<file path="src/rtl/vga_video_gen_pkg.sv">
// Shared timing defaults (640x480@60), total-derivation helpers and the
// bundle type carried through the sync/visible delay line.
package vga_video_gen_pkg;

  // Default 640x480@60 horizontal timing, in pixels
  localparam int DEF_H_VISIBLE = 640;
  localparam int DEF_H_FRONT   = 16;
  localparam int DEF_H_SYNC    = 96;
  localparam int DEF_H_BACK    = 48;

  // Default 640x480@60 vertical timing, in lines
  localparam int DEF_V_VISIBLE = 480;
  localparam int DEF_V_FRONT   = 10;
  localparam int DEF_V_SYNC    = 2;
  localparam int DEF_V_BACK    = 33;

  // Raw (active-high) timing flags that travel together through the delay line
  typedef struct packed {
    logic hsync;
    logic vsync;
    logic visible;
  } sync_bundle_t;

  // Full period of one axis: visible + front porch + sync + back porch
  function automatic int timing_total(input int vis, input int front,
                                      input int sync, input int back);
    return vis + front + sync + back;
  endfunction

  // True when a counter of 'bits' bits can hold every value 0..total-1
  function automatic bit fits_in_bits(input longint total, input int bits);
    return (total >= 1) && (total <= (longint'(1) << bits));
  endfunction

endpackage

</file>
<file path="src/rtl/vga_delay_line.sv">
// Enable-gated shift register of DEPTH stages; DEPTH=0 degenerates to a wire.
// Every stage resets to RESET_VAL so nothing spurious leaves after reset.
module vga_delay_line #(
  parameter int               WIDTH     = 1,
  parameter int               DEPTH     = 1,
  parameter logic [WIDTH-1:0] RESET_VAL = '0
) (
  input  logic             clk,
  input  logic             reset_n,
  input  logic             enable,
  input  logic [WIDTH-1:0] din,
  output logic [WIDTH-1:0] dout
);

  if (DEPTH == 0) begin : g_wire
    logic unused_ok;
    assign unused_ok = &{1'b0, clk, reset_n, enable};
    assign dout      = din;
  end else begin : g_pipe
    logic [WIDTH-1:0] stage_reg [DEPTH];

    // Shift one stage per enabled cycle; hold everything while disabled
    always_ff @(posedge clk or negedge reset_n) begin
      if (!reset_n) begin
        for (int i = 0; i < DEPTH; i++) stage_reg[i] <= RESET_VAL;
      end else if (enable) begin
        stage_reg[0] <= din;
        for (int i = 1; i < DEPTH; i++) stage_reg[i] <= stage_reg[i-1];
      end
    end

    assign dout = stage_reg[DEPTH-1];
  end

endmodule

</file>
<file path="src/rtl/vga_video_gen.sv">
// Programmable VGA timing generator: exposes the current pixel coordinate to
// an external pixel source, delays sync/visible by that source's latency and
// registers blank-gated RGB aligned with hsync/vsync.
module vga_video_gen
  import vga_video_gen_pkg::*;
#(
  parameter int H_VISIBLE  = DEF_H_VISIBLE,
  parameter int H_FRONT    = DEF_H_FRONT,
  parameter int H_SYNC     = DEF_H_SYNC,
  parameter int H_BACK     = DEF_H_BACK,
  parameter int V_VISIBLE  = DEF_V_VISIBLE,
  parameter int V_FRONT    = DEF_V_FRONT,
  parameter int V_SYNC     = DEF_V_SYNC,
  parameter int V_BACK     = DEF_V_BACK,
  parameter int HSYNC_POL  = 0,
  parameter int VSYNC_POL  = 0,
  parameter int COLOR_BITS = 4,
  parameter int COORD_BITS = 10,
  parameter int PIPE_DELAY = 2
) (
  input  logic                  clk,
  input  logic                  reset_n,
  input  logic                  enable,
  output logic [COORD_BITS-1:0] column,
  output logic [COORD_BITS-1:0] row,
  output logic                  coord_visible,
  output logic                  line_start,
  output logic                  frame_start,
  input  logic [COLOR_BITS-1:0] red_in,
  input  logic [COLOR_BITS-1:0] green_in,
  input  logic [COLOR_BITS-1:0] blue_in,
  output logic [COLOR_BITS-1:0] red,
  output logic [COLOR_BITS-1:0] green,
  output logic [COLOR_BITS-1:0] blue,
  output logic                  hsync,
  output logic                  vsync,
  output logic                  visible
);

  localparam int H_TOTAL = timing_total(H_VISIBLE, H_FRONT, H_SYNC, H_BACK);
  localparam int V_TOTAL = timing_total(V_VISIBLE, V_FRONT, V_SYNC, V_BACK);

  // Configurations whose totals overflow the coordinate counters are rejected
  if (!fits_in_bits(H_TOTAL, COORD_BITS)) begin : g_h_overflow
    $error("vga_video_gen: COORD_BITS too small for H_TOTAL");
  end
  if (!fits_in_bits(V_TOTAL, COORD_BITS)) begin : g_v_overflow
    $error("vga_video_gen: COORD_BITS too small for V_TOTAL");
  end
  if (PIPE_DELAY < 0) begin : g_bad_delay
    $error("vga_video_gen: PIPE_DELAY must be non-negative");
  end

  localparam logic [COORD_BITS-1:0] H_LAST     = COORD_BITS'(H_TOTAL - 1);
  localparam logic [COORD_BITS-1:0] V_LAST     = COORD_BITS'(V_TOTAL - 1);
  localparam logic [COORD_BITS-1:0] H_VIS_LIM  = COORD_BITS'(H_VISIBLE);
  localparam logic [COORD_BITS-1:0] V_VIS_LIM  = COORD_BITS'(V_VISIBLE);
  localparam logic [COORD_BITS-1:0] HS_FIRST   = COORD_BITS'(H_VISIBLE + H_FRONT);
  localparam logic [COORD_BITS-1:0] HS_LAST    = COORD_BITS'(H_VISIBLE + H_FRONT + H_SYNC - 1);
  localparam logic [COORD_BITS-1:0] VS_FIRST   = COORD_BITS'(V_VISIBLE + V_FRONT);
  localparam logic [COORD_BITS-1:0] VS_LAST    = COORD_BITS'(V_VISIBLE + V_FRONT + V_SYNC - 1);
  localparam logic                  HS_ACTIVE  = (HSYNC_POL != 0);
  localparam logic                  VS_ACTIVE  = (VSYNC_POL != 0);

  logic [COORD_BITS-1:0] h_reg;
  logic [COORD_BITS-1:0] v_reg;
  sync_bundle_t          raw_bundle;
  sync_bundle_t          dly_bundle;

  // Raster counters: h sweeps the line, v advances when h wraps
  always_ff @(posedge clk or negedge reset_n) begin
    if (!reset_n) begin
      h_reg <= '0;
      v_reg <= '0;
    end else if (enable) begin
      if (h_reg == H_LAST) begin
        h_reg <= '0;
        v_reg <= (v_reg == V_LAST) ? '0 : v_reg + COORD_BITS'(1);
      end else begin
        h_reg <= h_reg + COORD_BITS'(1);
      end
    end
  end

  assign column        = h_reg;
  assign row           = v_reg;
  assign coord_visible = (h_reg < H_VIS_LIM) && (v_reg < V_VIS_LIM);
  assign line_start    = (h_reg == '0);
  assign frame_start   = (h_reg == '0) && (v_reg == '0);

  // Raw sync flags are kept active-high internally; polarity is applied at the pins
  assign raw_bundle.hsync   = (h_reg >= HS_FIRST) && (h_reg <= HS_LAST);
  assign raw_bundle.vsync   = (v_reg >= VS_FIRST) && (v_reg <= VS_LAST);
  assign raw_bundle.visible = coord_visible;

  vga_delay_line #(
    .WIDTH     ($bits(sync_bundle_t)),
    .DEPTH     (PIPE_DELAY),
    .RESET_VAL ('0)
  ) u_sync_delay (
    .clk     (clk),
    .reset_n (reset_n),
    .enable  (enable),
    .din     (raw_bundle),
    .dout    (dly_bundle)
  );

  // Output register: colour is gated by the delayed visible so blanking garbage never escapes
  always_ff @(posedge clk or negedge reset_n) begin
    if (!reset_n) begin
      red     <= '0;
      green   <= '0;
      blue    <= '0;
      visible <= 1'b0;
      hsync   <= ~HS_ACTIVE;
      vsync   <= ~VS_ACTIVE;
    end else if (enable) begin
      red     <= dly_bundle.visible ? red_in   : '0;
      green   <= dly_bundle.visible ? green_in : '0;
      blue    <= dly_bundle.visible ? blue_in  : '0;
      visible <= dly_bundle.visible;
      hsync   <= dly_bundle.hsync ? HS_ACTIVE : ~HS_ACTIVE;
      vsync   <= dly_bundle.vsync ? VS_ACTIVE : ~VS_ACTIVE;
    end
  end

endmodule

</file>
<file path="config.mk">
export PLATFORM = sky130hd
export DESIGN_NAME = vga_video_gen
export DESIGN_NICKNAME = d
export VERILOG_FILES = /design/src/rtl/vga_video_gen_pkg.sv /design/src/rtl/vga_delay_line.sv /design/src/rtl/vga_video_gen.sv
export SDC_FILE = /design/constraint.sdc
export NUM_CORES = 1
export LEC_CHECK = 0
export CAP_MARGIN = 20
export CORE_ASPECT_RATIO = 0.6
export CORE_UTILIZATION = 48
export CTS_CLUSTER_DIAMETER = 200
export DETAILED_ROUTE_END_ITERATION = 8
export GPL_TIMING_DRIVEN = 1
export PLACE_DENSITY = 0.81
export SETUP_SLACK_MARGIN = 0.15
export SKIP_LAST_GASP = 1
export SLEW_MARGIN = 20
export SYNTH_ARGS = -nofsm -noshare
export SYNTH_HDL_FRONTEND = slang
export SYNTH_SLANG_ARGS = --single-unit
</file>
<file path="constraint.sdc">
create_clock -name clk -period 2.58 [get_ports clk]
set_input_delay 0.387 -clock clk [delete_from_list [all_inputs] [get_ports clk]]
set_output_delay 0.387 -clock clk [all_outputs]
set_load 0.03 [all_outputs]
</file>
==> flow_summary.json, run 1 <==
{
  "drcViolationCount": 10,
  "post_cts_resized": 1,
  "tns_ns": 0,
  "synth_ff_type": "dfrtp_1",
  "r2r_cells": 5,
  "grt_max_degree": 42,
  "synth_compound_area_frac": 0.109,
  "antenna_found_initial": 0,
  "via_count": 1620,
  "power_density_nw_per_um2": 671,
  "die_w_um": 84.0,
  "dp_hpwl_um": 3110,
  "drive_above_1_share": 0.0960,
  "period_share": 0.883,
  "cts_made_buffers": 5,
  "drv_cap": 0,
  "die_area_sq_um": 4300,
  "start_kind": "flop",
  "syn_nets": 212,
  "p_leak_uw": 0.00115,
  "syn_avg_cell_area_sq_um": 10.0,
  "r2r_start": "column[5]",
  "yosys_warnings": 0,
  "core-area_sq_um": 3760,
  "cts-root-buf": "clkbuf_8",
  "cts_tree": "yes",
  "initial_utilization": 0.514,
  "reg2reg_to": "row[4]",
  "io_buffer_count": 52,
  "synth_cells": 193,
  "slew_headroom": 0.404,
  "ctsHoldBuffers": 0,
  "violations": "design-rule violations",
  "clock-sinks": 41,
  "fin_skew_ns": 0.00279,
  "io_pins": 53,
  "synth-simple-area-share": 0.195,
  "clockBufferDepth": 2,
  "area_delta_synth_final_pct": 35.9,
  "drt_first_iter_violations": 74,
  "cp.required_ns": 2.19,
  "grt_pass1_wl_um": 7510,
  "final-setup-viol-count": 0,
  "post_cts.repair.setup_buffers": 0,
  "synth-seq-cells": 41,
  "wl_per_cell_um": 15.2,
  "routed_via_density": 5.45,
  "clock_latency_ns": 0.29,
  "rsz0062_at_grt": "false",
  "insertedDiodeCount": 0,
  "end_kind": "output port",
  "grt_pass1_vias": 1529,
  "die_y_um": 51.2,
  "dp.cells": 289,
  "cp.arrival_ns": 1.89,
  "hold_path.class": "in -> async",
  "place.gp.congestion": 0.826,
  "postRouteAntennaNets": 0,
  "nets": 268,
  "synth_mux_area_frac": 0.0343,
  "synth_area_sq_um": 1940,
  "cp_max_fo": 5,
  "synthArstFlopShare": 1.00,
  "fill_cells": 306,
  "wl_um": 4520,
  "worst_slew_pin_slew_ns": 0.894,
  "stdcell_count": 297,
  "yosysSeqAreaShare": 0.531,
  "synth_edf_count": 0,
  "clk_pin_slew_ns": 0.08,
  "overflow": 0,
  "synthXorXnorAreaFrac": 0.0452,
  "row_count": 17,
  "final_util": 0.699,
  "dr.pass1.iters": 7,
  "worst-setup-path-type": "reg -> out",
  "crit_path_start": "row[6]",
  "synthAdderAreaFrac": 0.0259,
  "peakVddDrop_uv": 414,
  "grt.total_usage": 0.233,
  "drv_slew": 0,
  "status": "complete, but fails checks",
  "synth.distinct_cells": 39,
  "clock.fmax_ghz": 0.439,
  "synth_top_family_by_area": "simple AND/OR/NAND/NOR gates",
  "htree_levels": 2,
  "hold_violations": 0,
  "period_needed_ns": 2.28,
  "ff2ff_setup_slack_ns": 0.49
}
## layout by cell type (no fill, tap or decap), drive strengths merged, types with 2 or more instances in the layout
cell            n
nand2          19
and3            3
clkbuf          7
nor3            4
nor4            2
inv            20
nand4           4
dfstp           2
and3b           2
nor2            6
nand3          18
o31ai           5
dlymetal6s2s    2
dfrtp          39
a21oi           2
o21ai          19
ha              4
o22ai           2
nand4b          2
xor2            3
xnor2           7
and4            3
mux2            5
a21boi          2
clkdlybuf4s50  48
buf             6
## how the worst max path moves through the flow
stage                       end  slack [ns]  cells past startpoint
floorplan                row[9]        0.30                      6
global placement    frame_start        0.39                      4
detailed placement  frame_start        0.36                      4
CTS                  line_start        0.20                      3
global route        frame_start        0.18                      4
finish              frame_start        0.30                      4
## kinds of logic (layout without fill, tap and decap cells)
group	count (synthesis)	count (layout)
DFF	41	41
and+or+nand+nor	69	69
buffers and inverters	28	85
AOI/OAI and AO/OA	35	35
muxes	6	6
adders and majority gates	4	4
xor gates and xnor gates	10	10
## Yosys cell counts (all sizes together), types with 3 or more instances
library cell / n / area share
ha: 4 / 0.026
and4: 3 / 0.014
clkbuf: 6 / 0.012
dfrtp: 39 / 0.50
o31ai: 5 / 0.019
xor2: 3 / 0.014
and3: 3 / 0.010
mux2: 5 / 0.029
nand3: 18 / 0.047
xnor2: 7 / 0.032
o21ai: 19 / 0.049
nor3: 4 / 0.010
inv: 20 / 0.039
nor2: 6 / 0.012
nand4: 4 / 0.013
nand2: 19 / 0.037
## layout make-up
class,count,area [sq um],share of cell area
Clock buffer,7,86.3,0.0328
Tap cell,47,58.8,0.0223
Multi-Input combinational cell,124,796,0.302
Timing Repair Buffer,57,557,0.212
Inverter,20,75.1,0.0285
Sequential cell,41,1030,0.391
Clock inverter,1,30.0,0.0114
## through the flow
step / hold slack (ns) / setup WS (ns) / instance area, sq um / power (uW)
after global routing: 0.293 / 0.178 / 2630 / 1860
final: 0.217 / 0.302 / 2630 / 1770
after floorplan: 0.0914 / 0.302 / 1940 / 1050
after CTS: 0.246 / 0.201 / 2630 / 1780
after detailed placement: 0.427 / 0.356 / 2510 / 1240
after global placement: 0.409 / 0.390 / 2510 / 1240
## metal layers
layer / wire length (um) / vias up / share of wire / track usage
li1: - / 782 / - / -
met1: 2310 / 763 / 0.51 / 0.350
met2: 1810 / 68 / 0.40 / 0.327
met3: 349 / 7 / 0.077 / 0.0598
met4: 50 / 0 / 0.011 / 0.0776
met5: 0 / - / 0 / 0
## report_power, final
group / switching [uW] / internal [uW]
clock network: 219 / 316
logic: 259 / 206
registers: 66.0 / 702
## critical path, cell delays in order (launching register included)
cell and delay [ns]:
dfrtp_1 0.44, nor4_1 0.40, nand4b_1 0.17, nor3b_2 0.19
dlygate4sd2_1 0.41
No activity file was read; power rests on OpenSTA's default activity.
==> run 2: changes to the inputs <==
Settings changed: CORE_MARGIN set to 2, SLEW_MARGIN 20 to 25.
==> run 2 against run 1 <==
The flow now finishes without violations. First-iteration DRC count up 42%. Flip-flop and latch count unchanged. Die area up 6.4%. Global-route usage down 2.3 points. Clock power up 2%. Count of clock-buffer cells in the layout down 1. Routed wire length down 1.0%. Non-clock buffer count unchanged. Clock skew up 0.0027 ns. Critical path type unchanged.
==> flow_summary.json, run 2 (same netlist as run 1, synthesis figures left out) <==
{
  "layout_common_cells": "48 x clkdlybuf4s50_1, 39 x dfrtp_1, 20 x inv_1, 19 x nand2_1, 19 x o21ai_0",
  "fin_skew_ns": 0.00549,
  "clock-sinks": 41,
  "io_buffer_count": 52,
  "initial_utilization": 0.514,
  "switchingPower_uw": 557,
  "nets": 268,
  "hold_slack_ns": 0.209,
  "worst-setup-path-type": "reg -> out",
  "hold_violations": 0,
  "cts_made_buffers": 5,
  "power_density_nw_per_um2": 674,
  "cts-root-buf": "clkbuf_8",
  "p_leak_uw": 0.00115,
  "p_comb_frac": 0.259,
  "tns_ns": 0,
  "slowest_delay_ns": 0.46,
  "grt.total_usage": 0.210,
  "r2r_cells": 5,
  "cts_tree": "yes",
  "final-setup-viol-count": 0,
  "cpMaxStageDelayCell": "dfrtp_1",
  "insertedDiodeCount": 0,
  "cp_max_fo": 7,
  "grtUsageMet3": 0.0749,
  "post_cts.repair.setup_buffers": 0,
  "area_delta_synth_final_pct": 36.5,
  "wl_um": 4480,
  "row_count": 17,
  "slew_headroom": 0.402,
  "antenna_found_initial": 0,
  "placement.cell_area_sq_um": 2510,
  "drt_first_iter_violations": 105,
  "stdcell_count": 297,
  "clock.fmax_ghz": 0.443,
  "period_share": 0.876,
  "worstPathCellList": "nor4_1 -> and4b_1 -> nor3b_2 -> dlygate4sd2_1",
  "drv_cap": 0,
  "wl_per_cell_um": 15.1,
  "overflow": 0,
  "core-area_sq_um": 3760,
  "seq_power_share": 0.433,
  "die_w_um": 86.0,
  "layout_commonest_cell": "clkdlybuf4s50_1",
  "grt_max_degree": 42,
  "drv_slew": 0,
  "dr.pass1.iters": 4,
  "cp.required_ns": 2.19,
  "via_count": 1639,
  "post-place-ws_ns": 0.335,
  "end_kind": "output port",
  "rsz0062_at_grt": "false",
  "die_y_um": 53.2,
  "grt_use_met1": 0.310,
  "drcViolationCount": 0,
  "place.gp.congestion": 0.911,
  "grt_pass1_vias": 1520,
  "internal-power_uw": 1220,
  "layout_setup_ws_ns": 0.320,
  "status": "completed",
  "clock_latency_ns": 0.30,
  "use_met2": 0.293,
  "cp.arrival_ns": 1.87,
  "clockPowerShare": 0.307,
  "htree_levels": 2,
  "drive_above_1_share": 0.104,
  "period_needed_ns": 2.26,
  "postRouteAntennaNets": 0,
  "peakVddDrop_uv": 276,
  "final_area_sq_um": 2640,
  "ff2ff_setup_slack_ns": 0.43,
  "clockBufferDepth": 2,
  "start_kind": "flop",
  "dp_hpwl_um": 3080,
  "grt_pass1_wl_um": 7270,
  "io_pins": 53,
  "dp.cells": 289,
  "hold_path.class": "in -> async",
  "worst_slew_pin_slew_ns": 0.897,
  "switching_share": 0.313,
  "clk_pin_slew_ns": 0.08,
  "gr-max-usage-layer": "met1",
  "fill_cells": 279,
  "routed_via_density": 5.52,
  "die_area_sq_um": 4570
}
## run 2: cell types whose count changed in the layout (fill, tap and decap cells not counted), sizes merged
| cell | delta |
|---|---|
| clkbuf | -1 |
| clkinvlp | +1 |
## run 2: metrics by stage
stage          utilization  power [uW]
3_5_place_dp         0.667        1240
6_report             0.702        1780
3_3_place_gp         0.667        1240
5_1_grt              0.702        1860
2_1_floorplan            -        1050
4_1_cts              0.699        1790
## run 2: final timing paths
check                                startpoint           to
max                                   column[2]  frame_start
min                                     reset_n    column[4]
max reg2reg                           column[5]       row[3]
min reg2reg                u_sync_delay.dout[1]        vsync
max in group asynchronous               reset_n       row[1]
min in group clk           u_sync_delay.dout[1]        vsync
## run 2: critical path: cells and delay by family (launching register included)
kind	cells	cell delay (ns)
AND/OR/NAND/NOR	3	0.72
flip-flops	1	0.46
buffers and inverters	1	0.41
## run 2: final cells by class
type	instances	area, sq um	area share
Tap cell	47	58.8	0.0223
Clock inverter	2	37.5	0.0142
Clock buffer	6	82.6	0.0313
Multi-Input combinational cell	124	802	0.304
Timing Repair Buffer	57	557	0.211
Inverter	20	75.1	0.0284
Sequential cell	41	1030	0.389
## run 2: metal layers
metal	vias up	part of all wire
met2	76	0.40
met5	-	0
li1	788	-
met1	771	0.52
met3	4	0.081
met4	0	0.0042
## run 2: repair_timing
action	in CTS	in global routing
gates resized for setup	1	3
endpoints found under the setup margin	1	3
hold buffers	0	0
## run 2: power by group through the flow
stage | clock, uW | sequential [uW] | combinational [uW]
2_1_floorplan | 0 | 880 | 167
3_3_place_gp | 0 | 779 | 456
3_5_place_dp | 0 | 782 | 461
4_1_cts | 555 | 769 | 464
5_1_grt | 582 | 783 | 492
6_report | 547 | 771 | 462
